**config.mk**
```make
export PLATFORM = sky130hd
export DESIGN_NAME = load_store_unit
export DESIGN_NICKNAME = d
export VERILOG_FILES = /design/src/rtl/lsu_pkg.sv /design/src/rtl/lsu_align.sv /design/src/rtl/load_store_unit.sv
export SDC_FILE = /design/constraint.sdc
export NUM_CORES = 1
export LEC_CHECK = 0
export ABC_CLOCK_PERIOD_IN_PS = 9100
export CAP_MARGIN = 20
export CORE_UTILIZATION = 50
export CTS_BUF_LIST = sky130_fd_sc_hd__clkbuf_4 sky130_fd_sc_hd__clkbuf_8 sky130_fd_sc_hd__clkbuf_16
export CTS_CLUSTER_DIAMETER = 40
export DETAILED_ROUTE_END_ITERATION = 12
export PLACE_DENSITY = 0.85
export SLEW_MARGIN = 25
export SYNTH_ARGS = -nofsm -noshare
export SYNTH_HDL_FRONTEND = slang
export SYNTH_SLANG_ARGS = --single-unit
```
**constraint.sdc**
```tcl
create_clock -name clk -period 9.1 [get_ports clk]
set_input_delay 0.91 -clock clk [delete_from_list [all_inputs] [get_ports clk]]
set_output_delay 0.91 -clock clk [all_outputs]
set_load 0.005 [all_outputs]
```
**src/rtl/lsu_pkg.sv**
```systemverilog
// Shared load/store types: FSM states and the access-size encodings used by the decoder.
package lsu_pkg;

  typedef enum logic [1:0] {
    IDLE = 2'd0,
    REQ  = 2'd1,
    WAIT = 2'd2,
    DONE = 2'd3
  } lsu_state_t;

  localparam logic [1:0] LT_LB = 2'd0;
  localparam logic [1:0] LT_LH = 2'd1;
  localparam logic [1:0] LT_LW = 2'd2;
  localparam logic [1:0] ST_SB = 2'd0;
  localparam logic [1:0] ST_SH = 2'd1;
  localparam logic [1:0] ST_SW = 2'd2;

  // Encoding 11 behaves as a full word for both loads and stores.
  function automatic logic [1:0] norm_size(input logic [1:0] t);
    return (t == 2'b11) ? LT_LW : t;
  endfunction

  function automatic logic is_misaligned(input logic [1:0] size, input logic [1:0] lane);
    case (size)
      LT_LB:   return 1'b0;
      LT_LH:   return lane[0];
      default: return |lane;
    endcase
  endfunction

endpackage

```
**src/rtl/lsu_align.sv**
```systemverilog
// Byte-lane steering for stores and lane extraction with sign extension for loads.
module lsu_align
  import lsu_pkg::*;
(
  input  logic [1:0]  st_size,
  input  logic [1:0]  st_lane,
  input  logic [31:0] st_data,
  output logic [3:0]  st_be,
  output logic [31:0] st_wdata,
  input  logic [1:0]  ld_size,
  input  logic [1:0]  ld_lane,
  input  logic [31:0] ld_word,
  output logic [31:0] ld_data
);

  logic [7:0]  ld_byte;
  logic [15:0] ld_half;

  always_comb begin
    case (st_size)
      ST_SB: begin
        st_be    = 4'b0001 << st_lane;
        st_wdata = {4{st_data[7:0]}};
      end
      ST_SH: begin
        st_be    = st_lane[1] ? 4'b1100 : 4'b0011;
        st_wdata = {2{st_data[15:0]}};
      end
      default: begin
        st_be    = 4'b1111;
        st_wdata = st_data;
      end
    endcase
  end

  always_comb begin
    ld_byte = ld_word[{ld_lane, 3'b000} +: 8];
    ld_half = ld_lane[1] ? ld_word[31:16] : ld_word[15:0];
    case (ld_size)
      LT_LB:   ld_data = {{24{ld_byte[7]}}, ld_byte};
      LT_LH:   ld_data = {{16{ld_half[15]}}, ld_half};
      default: ld_data = ld_word;
    endcase
  end

endmodule

```
**src/rtl/load_store_unit.sv**
```systemverilog
// MEM-stage load/store unit: one req/gnt/rvalid transaction per access, with
// pipeline stall, misalignment drop and timeout abort.
module load_store_unit
  import lsu_pkg::*;
#(
  parameter int unsigned TIMEOUT_CYC = 16
) (
  input  logic        clk,
  input  logic        rst,
  input  logic        mem_read,
  input  logic        mem_write,
  input  logic [1:0]  l_type,
  input  logic [1:0]  s_type,
  input  logic [31:0] addr,
  input  logic [31:0] wdata,
  output logic        stall,
  output logic        load_valid,
  output logic [31:0] load_data,
  output logic        misalign_err,
  output logic        bus_err,
  output logic        dmem_req,
  output logic        dmem_we,
  output logic [31:0] dmem_addr,
  output logic [3:0]  dmem_be,
  output logic [31:0] dmem_wdata,
  input  logic        dmem_gnt,
  input  logic        dmem_rvalid,
  input  logic [31:0] dmem_rdata
);

  localparam int CW = $clog2(TIMEOUT_CYC + 1);
  localparam logic [CW-1:0] CNT_LAST = CW'(TIMEOUT_CYC - 1);

  lsu_state_t  state_q, state_d;
  logic [CW-1:0] cnt_q, cnt_d;
  logic [31:0] addr_q, addr_d;
  logic [1:0]  size_q, size_d;
  logic        we_q, we_d;
  logic [3:0]  be_q, be_d;
  logic [31:0] wdata_q, wdata_d;
  logic        req_q, req_d;
  logic        busy_q, busy_d;
  logic        load_valid_q, load_valid_d;
  logic        bus_err_q, bus_err_d;
  logic [31:0] load_data_q, load_data_d;

  logic        op, op_we, op_mis, abort;
  logic [1:0]  op_size;
  logic [3:0]  st_be;
  logic [31:0] st_wdata, ld_ext;

  // A store wins when both controls are raised.
  always_comb begin
    op      = mem_read | mem_write;
    op_we   = mem_write;
    op_size = norm_size(op_we ? s_type : l_type);
    op_mis  = is_misaligned(op_size, addr[1:0]);
  end

  lsu_align u_align (
    .st_size  (op_size),
    .st_lane  (addr[1:0]),
    .st_data  (wdata),
    .st_be    (st_be),
    .st_wdata (st_wdata),
    .ld_size  (size_q),
    .ld_lane  (addr_q[1:0]),
    .ld_word  (dmem_rdata),
    .ld_data  (ld_ext)
  );

  always_comb begin
    state_d      = state_q;
    cnt_d        = '0;
    addr_d       = addr_q;
    size_d       = size_q;
    we_d         = we_q;
    be_d         = be_q;
    wdata_d      = wdata_q;
    req_d        = req_q;
    busy_d       = busy_q;
    load_valid_d = 1'b0;
    bus_err_d    = 1'b0;
    load_data_d  = load_data_q;
    abort        = 1'b0;
    case (state_q)
      IDLE: begin
        if (op && !op_mis) begin
          addr_d  = addr;
          size_d  = op_size;
          we_d    = op_we;
          be_d    = op_we ? st_be : 4'hF;
          wdata_d = st_wdata;
          req_d   = 1'b1;
          busy_d  = 1'b1;
          state_d = REQ;
        end
      end
      REQ: begin
        if (dmem_gnt && we_q) begin
          req_d   = 1'b0;
          busy_d  = 1'b0;
          state_d = DONE;
        end else if (cnt_q == CNT_LAST) begin
          abort = 1'b1;
        end else begin
          cnt_d = cnt_q + 1'b1;
          if (dmem_gnt) begin
            req_d   = 1'b0;
            state_d = WAIT;
          end
        end
      end
      WAIT: begin
        if (dmem_rvalid) begin
          load_data_d  = ld_ext;
          load_valid_d = 1'b1;
          busy_d       = 1'b0;
          state_d      = DONE;
        end else if (cnt_q == CNT_LAST) begin
          abort = 1'b1;
        end else begin
          cnt_d = cnt_q + 1'b1;
        end
      end
      default: state_d = IDLE;
    endcase
    // A timed-out load still completes towards MEM/WB, with zero data.
    if (abort) begin
      req_d        = 1'b0;
      busy_d       = 1'b0;
      bus_err_d    = 1'b1;
      load_valid_d = !we_q;
      load_data_d  = '0;
      state_d      = DONE;
    end
  end

  always_ff @(posedge clk or posedge rst) begin
    if (rst) begin
      state_q      <= IDLE;
      cnt_q        <= '0;
      addr_q       <= '0;
      size_q       <= '0;
      we_q         <= 1'b0;
      be_q         <= '0;
      wdata_q      <= '0;
      req_q        <= 1'b0;
      busy_q       <= 1'b0;
      load_valid_q <= 1'b0;
      bus_err_q    <= 1'b0;
      load_data_q  <= '0;
    end else begin
      state_q      <= state_d;
      cnt_q        <= cnt_d;
      addr_q       <= addr_d;
      size_q       <= size_d;
      we_q         <= we_d;
      be_q         <= be_d;
      wdata_q      <= wdata_d;
      req_q        <= req_d;
      busy_q       <= busy_d;
      load_valid_q <= load_valid_d;
      bus_err_q    <= bus_err_d;
      load_data_q  <= load_data_d;
    end
  end

  assign stall        = busy_q | ((state_q == IDLE) && op && !op_mis && !rst);
  assign misalign_err = (state_q == IDLE) && op && op_mis && !rst;
  assign dmem_req     = req_q;
  assign dmem_we      = we_q;
  assign dmem_addr    = {addr_q[31:2], 2'b00};
  assign dmem_be      = be_q;
  assign dmem_wdata   = wdata_q;
  assign load_valid   = load_valid_q;
  assign bus_err      = bus_err_q;
  assign load_data    = load_data_q;

endmodule

```
### After elaboration in Yosys (flattened, before gate mapping)

Cells that the tools add are included.

| storage, ports and cells | value |
|---|---|
| bits in registers | 114 |
| latch bits | 0 |
| RAM bits | 0 |
| bits in read-only memories | 0 |
| input port bits | 106 |
| output and inout bits | 106 |
| logic and storage cells | 92 |
| memories | 0 |

| cells by class | value |
|---|---|
| add/sub/neg operators | 1 |
| multipliers | 0 |
| div/mod/pow operators | 0 |
| order comparisons | 0 |
| eq/ne operators | 11 |
| shift-type cells | 2 |
| mux-type cells | 41 |
| bitwise operators | 2 |
| reductions and logical operators | 23 |

Operator list:

| cell | count |
|---|---|
| $pmux 32 s2 | 2 |
| $mux 32 | 3 |
| $shiftx 32x6->8 | 1 |
| $mux 16 | 1 |
| $mux 2 | 8 |
| $mux 1 | 15 |
| $mux 5 | 3 |
| $reduce_and 4->1 | 3 |
| $pmux 5 s2 | 1 |
| $ne 3x3->1 const B | 3 |
| $mux 4 | 2 |
| $ne 4x4->1 const B | 2 |
| $pmux 4 s2 | 1 |
| $logic_and 1x1->1 | 7 |
| $eq 2x1->1 const B | 3 |
| $logic_not 2->1 | 3 |
| $pmux 1 s2 | 3 |
| $pmux 2 s3 | 1 |
| $add 5x1->5 const B | 1 |
| $eq 5x4->1 const B | 1 |
| $eq 2x2->1 const B | 2 |
| $reduce_and 2->1 | 2 |
| $reduce_bool 2->1 | 2 |
| $reduce_bool 4->1 | 1 |
| other kinds (6) | 9 |

### Depth between registers and ports, before layout

Gate-level depths: netlist of the first run.

| depth | value |
|---|---|
| depth in word-level cells | 10 |
| gate-level depth with buffers | 8 |
| mapped depth without buffers | 7 |

### Hierarchy

From an unflattened synthesis of the first run, not the netlist that was laid out.

| unflattened totals | value |
|---|---|
| cell total of the unflattened synthesis | 467 |
| area, all modules | 5813.1 µm² |

By module, submodules not included:

| module | instances | cells each | area an instance (µm²) | seq. area each (µm²) |
|---|---|---|---|---|
| load_store_unit | 1 | 334 | 4769.6 | 2852.7 |
| lsu_align | 1 | 133 | 1043.5 | 0.0 |

### Worst setup path after synthesis of the first run

No wires, ideal clock.

| timing | value |
|---|---|
| path type | input port to output port |
| start | input port mem_write |
| end | output port stall |
| arrival | 2091 ps |
| data required time | 8190 ps |
| slack | 6099 ps |
| stages on the path | 7 |
| buffers on the path | 3 |
| cells stage by stage | buf_6 mux2_4 a21oi_2 o21bai_1 buf_6 buf_6 o21ai_0 |

| on the way | value |
|---|---|
| longest elaborated chain between the ends | 9 |
| elaborated cells between the ends (all ways) | 12 |
| classes of those cells | eq/ne (2); mux (3); bitwise (2); reduce/logical (5) |

RTL lines:

| item | line | RTL |
|---|---|---|
| start, declared | load_store_unit.sv:11 | `input logic mem_write,` |
| $mux 2 | load_store_unit.sv:56 | `op_size = norm_size(op_we ? s_type : l_type);` |
| $eq 2x2->1 | lsu_pkg.sv:20 | `return (t == 2'b11) ? LT_LW : t;` |
| $mux 2 | lsu_pkg.sv:20 |  |
| $eq 2x1->1 / $logic_not 2->1 (equally long branches) | lsu_pkg.sv:24 | `case (size)` |
| $pmux 1 s2 | lsu_pkg.sv:24 |  |
| $logic_not 1->1 | load_store_unit.sv:169 | `assign stall = busy_q \| ((state_q == IDLE) && op && !op_mis && !rst);` |
| $logic_and 1x1->1 * (2 in a row) | load_store_unit.sv:169 |  |
| $or 1x1->1 * | load_store_unit.sv:169 |  |
| end, declared | load_store_unit.sv:16 | `output logic stall,` |

Mark *: on every way between the ends. The rest lies on a longest branch, timed or not.

### Worst setup path in the final report of the first run

Ends and elaborated chain as after synthesis.

==> impl_metrics.py, run 1 <==
metrics = {
    "cts": {
        "cts_buffers": 17,
        "ctsHoldBuffers": 0,
        "clkTransAtPathRegs_ns": 0.06,
        "htreeDepth": 4,
        "clock_sinks": 114,
        "cts_resized": 0,
        "cts_buffer_depth": 2,
        "cts_setup_buffers": 0,
        "clock_latency_ns": 0.41,
        "cts_tree": "built",
        "cts_root_buf": "clkbuf_16",
    },
    "floorplanning": {
        "core-area_um2": 12000,
        "die_area_um2": 12700,
        "ios": 212,
        "die_h_um": 113,
        "fp.dieW_um": 113,
        "start_util_pct": 51.3,
        "rows": 40,
    },
    "drt": {
        "post_drt_wl_per_cell_um": 19.1,
        "ant_nets": 0,
        "drc": 0,
        "wl_mm": 16.1,
        "first_pass_iters": 4,
        "dr_total_vias": 4782,
        "drt-initial-drc-count": 258,
        "vias_per_cell": 5.65,
    },
    "final_layout": {
        "register_area_um2": 2850,
        "area_delta_synth_final_pct": 41.9,
        "multi_input_area_um2": 2810,
        "final_cell_count_no_fill": 847,
        "num-fill-cells": 788,
        "fin_util_pct": 72.8,
        "layout-drive-gt1-share_pct": 18.1,
        "diodes": 0,
        "final_nets": 798,
    },
    "yosys": {
        "seq_area_frac_synth_pct": 46.5,
        "netlist_area_um2": 6130,
        "synth_edf_count": 0,
        "synth_top_area_share_pct": 46.5,
        "synth_area_leaders": "dfrtp_1, mux2_4, buf_4, a22o_1, nand2_1",
        "postSynthCellCount": 516,
        "ys_warn_count": 0,
        "async_reset_ff_share_pct": 100,
        "synth_cell_types": 57,
        "netlist_top_cells_count": "dfrtp_1, mux2_4, nand2_1",
        "synth_area_leader_cell": "dfrtp_1",
        "ys_seq_elements": 114,
        "avgSynthCellArea_um2": 11.9,
        "synth_ff_type": "dfrtp_1",
        "synthMostInstantiatedCell": "dfrtp_1",
    },
    "hold_path": {
        "hp-class": "reg -> reg",
    },
    "power_and_ir_drop": {
        "powerDensity_nw_per_um2": 342,
        "p_leak_uw": 0.00390,
        "ir_drop_mv": 0.185,
    },
    "grt": {
        "grt_max_degree": 65,
        "gr-usage-met2_pct": 44.2,
        "grt_pass1_wl_mm": 26.0,
        "gr-usage-met3_pct": 8.62,
        "grtUsageTotal_pct": 26.5,
        "antenna_found_initial": 0,
        "grt_busiest_layer": "met2",
        "gr-total-overflow": 0,
        "met1_usage_pct": 32.3,
        "grt_pass1_vias": 5023,
    },
    "setup_path": {
        "crit_arrival_ns": 3.44,
        "criticalPathCategory": "in -> out",
        "path_max_fanout": 28,
        "crit_path_start_kind": "primary input",
        "end_kind": "output port",
        "cp.required_ns": 8.19,
    },
    "timing": {
        "slew-limit-headroom_pct": 34.5,
        "final.min_clock_period_ns": 4.35,
        "finalCritPeriodShare_pct": 47.8,
        "finClkSkew_ns": 0.0152,
        "rsz0062_at_grt": "no",
        "tns_ns": 0,
        "setup_viol": 0,
        "worstMarginPinSlew_ns": 0.982,
        "fmax_mhz": 230,
        "hold_violations": 0,
        "slew_violations": 0,
    },
    "run_status": {
        "outcome": "finished, final reports clean",
    },
    "run": {
        "maxCapViolCount": 0,
    },
    "place": {
        "dp_hpwl_mm": 11.7,
        "portBuffers": 209,
        "gp_congestion": 0.875,
        "dpl.cell_count": 815,
    },
}
==> layer usage <==
metal	wire [um]	up-vias
li1	-	2173
met1	6480	2378
met2	8140	216
met3	1310	15
met4	204	0
met5	0	-
==> worst max-delay path: stages <==
cell and delay, ns:
clkdlybuf4s50_1 0.71, mux2_4 0.43, a21oi_2 0.14, o21bai_4 0.58, o21ai_0 0.15, clkdlybuf4s50_1 0.51
==> placed cells by master (no fill, tap or decap), types with 2 or more instances in the layout <==
cell type,synthesis,layout
nand3b_1,7,7
nand3_1,14,14
and2_1,2,2
o31ai_1,7,7
buf_4,33,4
ha_1,5,5
nor4_1,3,3
nand2b_1,14,14
mux2_4,69,69
clkbuf_8,0,3
o211ai_1,8,8
inv_1,14,13
mux2_2,11,11
clkdlybuf4s50_1,0,209
nand2_1,45,45
clkinvlp_4,0,4
nor2b_1,5,5
dfrtp_1,114,114
mux2i_1,10,10
o2bb2ai_1,9,9
or4_1,2,2
o21ai_0,18,18
bufinv_16,0,5
nor3_1,3,3
conb_1,1,2
clkbuf_16,0,17
a21oi_1,12,12
a221oi_1,8,8
or3_1,8,8
nor2_1,12,12
a22o_1,25,25
==> cell families (layout without fill, tap and decap cells) <==
group	after synthesis	count (layout)	share of synthesized area [%]
xor gates and xnor gates	2	2	0.286
and+or+nand+nor	121	121	10.1
muxes	91	91	20.9
buffers and inverters	78	261	8.00
DFF	114	114	46.5
AOI/OAI and AO/OA	104	104	13.1
other	1	2	0.0611
adders and majority gates	5	5	1.02
==> per-stage QoR <==
stage | setup slack [ns] | total power [uW] | hold slack, ns | instance area (um^2)
2_1_floorplan | 5.17 | 1680 | 0.443 | 6140
3_3_place_gp | 4.76 | 2180 | 0.454 | 8030
3_5_place_dp | 4.73 | 2220 | 0.469 | 8030
4_1_cts | 4.74 | 2990 | 0.476 | 8700
5_1_grt | 4.57 | 3140 | 0.497 | 8700
6_report | 4.75 | 2980 | 0.476 | 8700
==> power breakdown <==
part,switching (uW),internal [uW],leakage (uW)
logic,470,834,0.00220
clock network,239,509,0.000315
registers,182,745,0.00138
total,892,2090,0.00390
==> layout make-up <==
cell class	instances	share of cell area, %
multi-input cells	325	32.3
well taps	147	2.11
inverters	16	0.719
repair buffers	213	24.4
clock inverters	12	2.33
flip-flops and latches	114	32.8
clock buffers	20	5.36
==> flip-flops by register name (all words and copies together), names as in the netlist, 2 cells and up <==
signal      count
addr_q         32
cnt_q           5
dmem_be         4
dmem_wdata     32
load_data      32
size_q          2
state_q         2
==> path summary, 6_finish.rpt <==
| check | start | to | slack (ns) | depth (start not counted) |
|---|---|---|---|---|
| min in group asynchronous | rst | addr_q[6] | 1.04 | 2 |
| hold reg to reg | cnt_q[0] | cnt_q[0] | 0.48 | 1 |
| hold / removal | cnt_q[0] | cnt_q[0] | 0.48 | 1 |
| max in group asynchronous | rst | load_data[28] | 6.82 | 3 |
| setup reg to reg | state_q[0] | dmem_wdata[4] | 6.33 | 6 |
| setup / recovery | mem_write | stall | 4.75 | 6 |
Note: power is estimated with default switching activity, not from simulation.
==> inputs of run 2 (changes only) <==
--- a/config.mk
+++ b/config.mk
@@ -5,13 +5,13 @@
 export SDC_FILE = /design/constraint.sdc
 export NUM_CORES = 1
 export LEC_CHECK = 0
-export ABC_CLOCK_PERIOD_IN_PS = 9100
+export ABC_CLOCK_PERIOD_IN_PS = 3900
 export CAP_MARGIN = 20
-export CORE_UTILIZATION = 50
+export CORE_UTILIZATION = 42
 export CTS_BUF_LIST = sky130_fd_sc_hd__clkbuf_4 sky130_fd_sc_hd__clkbuf_8 sky130_fd_sc_hd__clkbuf_16
 export CTS_CLUSTER_DIAMETER = 40
 export DETAILED_ROUTE_END_ITERATION = 12
-export PLACE_DENSITY = 0.85
+export PLACE_DENSITY = 0.76
 export SLEW_MARGIN = 25
 export SYNTH_ARGS = -nofsm -noshare
 export SYNTH_HDL_FRONTEND = slang
==> constraint.sdc (replaced) <==
create_clock -name clk -period 3.9 [get_ports clk]
set_input_delay 0.39 -clock clk [delete_from_list [all_inputs] [get_ports clk]]
set_output_delay 0.39 -clock clk [all_outputs]
set_load 0.005 [all_outputs]
==> run 2 against run 1 <==
Clock power grew 120%. Die area grew 19%. Count of clock-buffer cells in the layout grew 1. Sequential share of layout area is essentially flat. Setup slack lost 3.9 ns. Core utilization shrank 11 points. Largest cell class unchanged. Largest power group unchanged. Highest routed layer unchanged. Non-clock buffer count grew 1. Final area is essentially flat.
==> impl_metrics.py, run 2 (synthesis gave the netlist of run 1 again) <==
metrics = {
    "run_status": {
        "outcome": "finished, final reports clean",
    },
    "timing": {
        "finalCritPeriodShare_pct": 77.5,
        "rsz0062_at_grt": "no",
        "hold_violations": 0,
        "tns_ns": 0,
        "finClkSkew_ns": 0.00714,
        "setup_viol": 0,
        "fmax_mhz": 331,
        "slew-limit-headroom_pct": 41.4,
        "slew_violations": 0,
        "final.min_clock_period_ns": 3.02,
        "worstMarginPinSlew_ns": 0.879,
    },
    "grt": {
        "grtUsageTotal_pct": 22.7,
        "grt_max_degree": 72,
        "grt_pass1_vias": 4997,
        "gr-total-overflow": 0,
        "grt_pass1_wl_mm": 26.0,
        "antenna_found_initial": 0,
    },
    "final_layout": {
        "layout_common_cells": "clkdlybuf4s50_1, dfrtp_1, mux2_4",
        "diodes": 0,
        "num-fill-cells": 1113,
        "fin_util_pct": 62.0,
        "final_common_cell": "clkdlybuf4s50_1",
        "final_nets": 799,
        "area_delta_synth_final_pct": 42.0,
        "layout-drive-gt1-share_pct": 18.3,
    },
    "place": {
        "portBuffers": 209,
        "gp_congestion": 0.860,
        "dp_hpwl_mm": 12.0,
    },
    "floorplanning": {
        "start_util_pct": 43.7,
        "fp.dieW_um": 123,
        "rows": 43,
        "die_area_um2": 15100,
        "die_h_um": 123,
        "ios": 212,
        "core-area_um2": 14000,
    },
    "drt": {
        "drt-initial-drc-count": 336,
        "wl_mm": 16.5,
        "ant_nets": 0,
        "dr_total_vias": 4717,
        "first_pass_iters": 4,
        "post_drt_wl_per_cell_um": 18.7,
        "drc": 0,
        "vias_per_cell": 5.36,
    },
    "cts": {
        "htreeDepth": 4,
        "cts_setup_buffers": 0,
        "cts_buffers": 17,
        "ctsHoldBuffers": 0,
        "clock_sinks": 114,
        "cts_root_buf": "clkbuf_16",
        "cts_buffer_depth": 2,
        "clock_latency_ns": 0.40,
        "cts_resized": 0,
        "clkTransAtPathRegs_ns": 0.05,
        "cts_tree": "built",
    },
    "setup_path": {
        "path_max_fanout": 28,
        "end_kind": "output port",
        "criticalPathCategory": "in -> out",
        "crit_path_start_kind": "primary input",
        "cp.required_ns": 3.51,
        "crit_arrival_ns": 2.63,
    },
    "power_and_ir_drop": {
        "powerDensity_nw_per_um2": 784,
        "p_leak_uw": 0.00389,
        "ir_drop_mv": 0.390,
        "finalPower_uw": 6830,
    },
    "run": {
        "maxCapViolCount": 0,
    },
    "hold_path": {
        "hp-class": "reg -> reg",
    },
}
[run 2: critical path: stages]
cell and delay [ns]:
clkdlybuf4s50_1 0.73, mux2_4 0.47, a21oi_2 0.25, o21bai_4 0.09, o21ai_0 0.16, clkdlybuf4s50_1 0.55
[run 2: power by group]
part           switching (uW)  internal, uW
registers                 470          1740
clock network             525          1100
logic                    1050          1940
[run 2: final cells by class]
cell class | instances | area (um^2) | area share [%]
Timing Repair Buffer | 214 | 2140 | 24.6
Multi-Input combinational cell | 325 | 2810 | 32.2
Clock buffer | 21 | 462 | 5.30
Inverter | 16 | 62.6 | 0.718
Clock inverter | 10 | 159 | 1.82
Tap cell | 180 | 225 | 2.59
Sequential cell | 114 | 2850 | 32.8
[run 2: final timing paths]
path / from / to / slack, ns / depth (start not counted)
setup reg to reg: state_q[0] / load_data[17] / 1.23 / 7
hold / removal: cnt_q[0] / cnt_q[0] / 0.49 / 1
min in group asynchronous: rst / dmem_wdata[1] / 0.61 / 2
max in group asynchronous: rst / dmem_wdata[31] / 2.42 / 3
setup / recovery: mem_write / stall / 0.88 / 6
hold reg to reg: cnt_q[0] / cnt_q[0] / 0.49 / 1
[run 2: metrics by stage]
step                worst slack [ns]  cell area (um^2)  cells  hold slack, ns
detailed placement             0.862              8090    849           0.483
CTS                            0.851              8710    880           0.490
finish                         0.878              8710    880           0.488
global route                   0.769              8710    880           0.508
global placement               0.896              8090    849           0.460
floorplan                      0.494              6140    517           0.443
[run 2: per-layer routing]
metal,up-vias,GRT usage (%),share of wire [%]
met1,2325,27.8,42
met5,-,0,0
li1,2174,-,-
met2,195,36.6,48
met4,0,7.32,1.5
met3,23,8.64,8.6
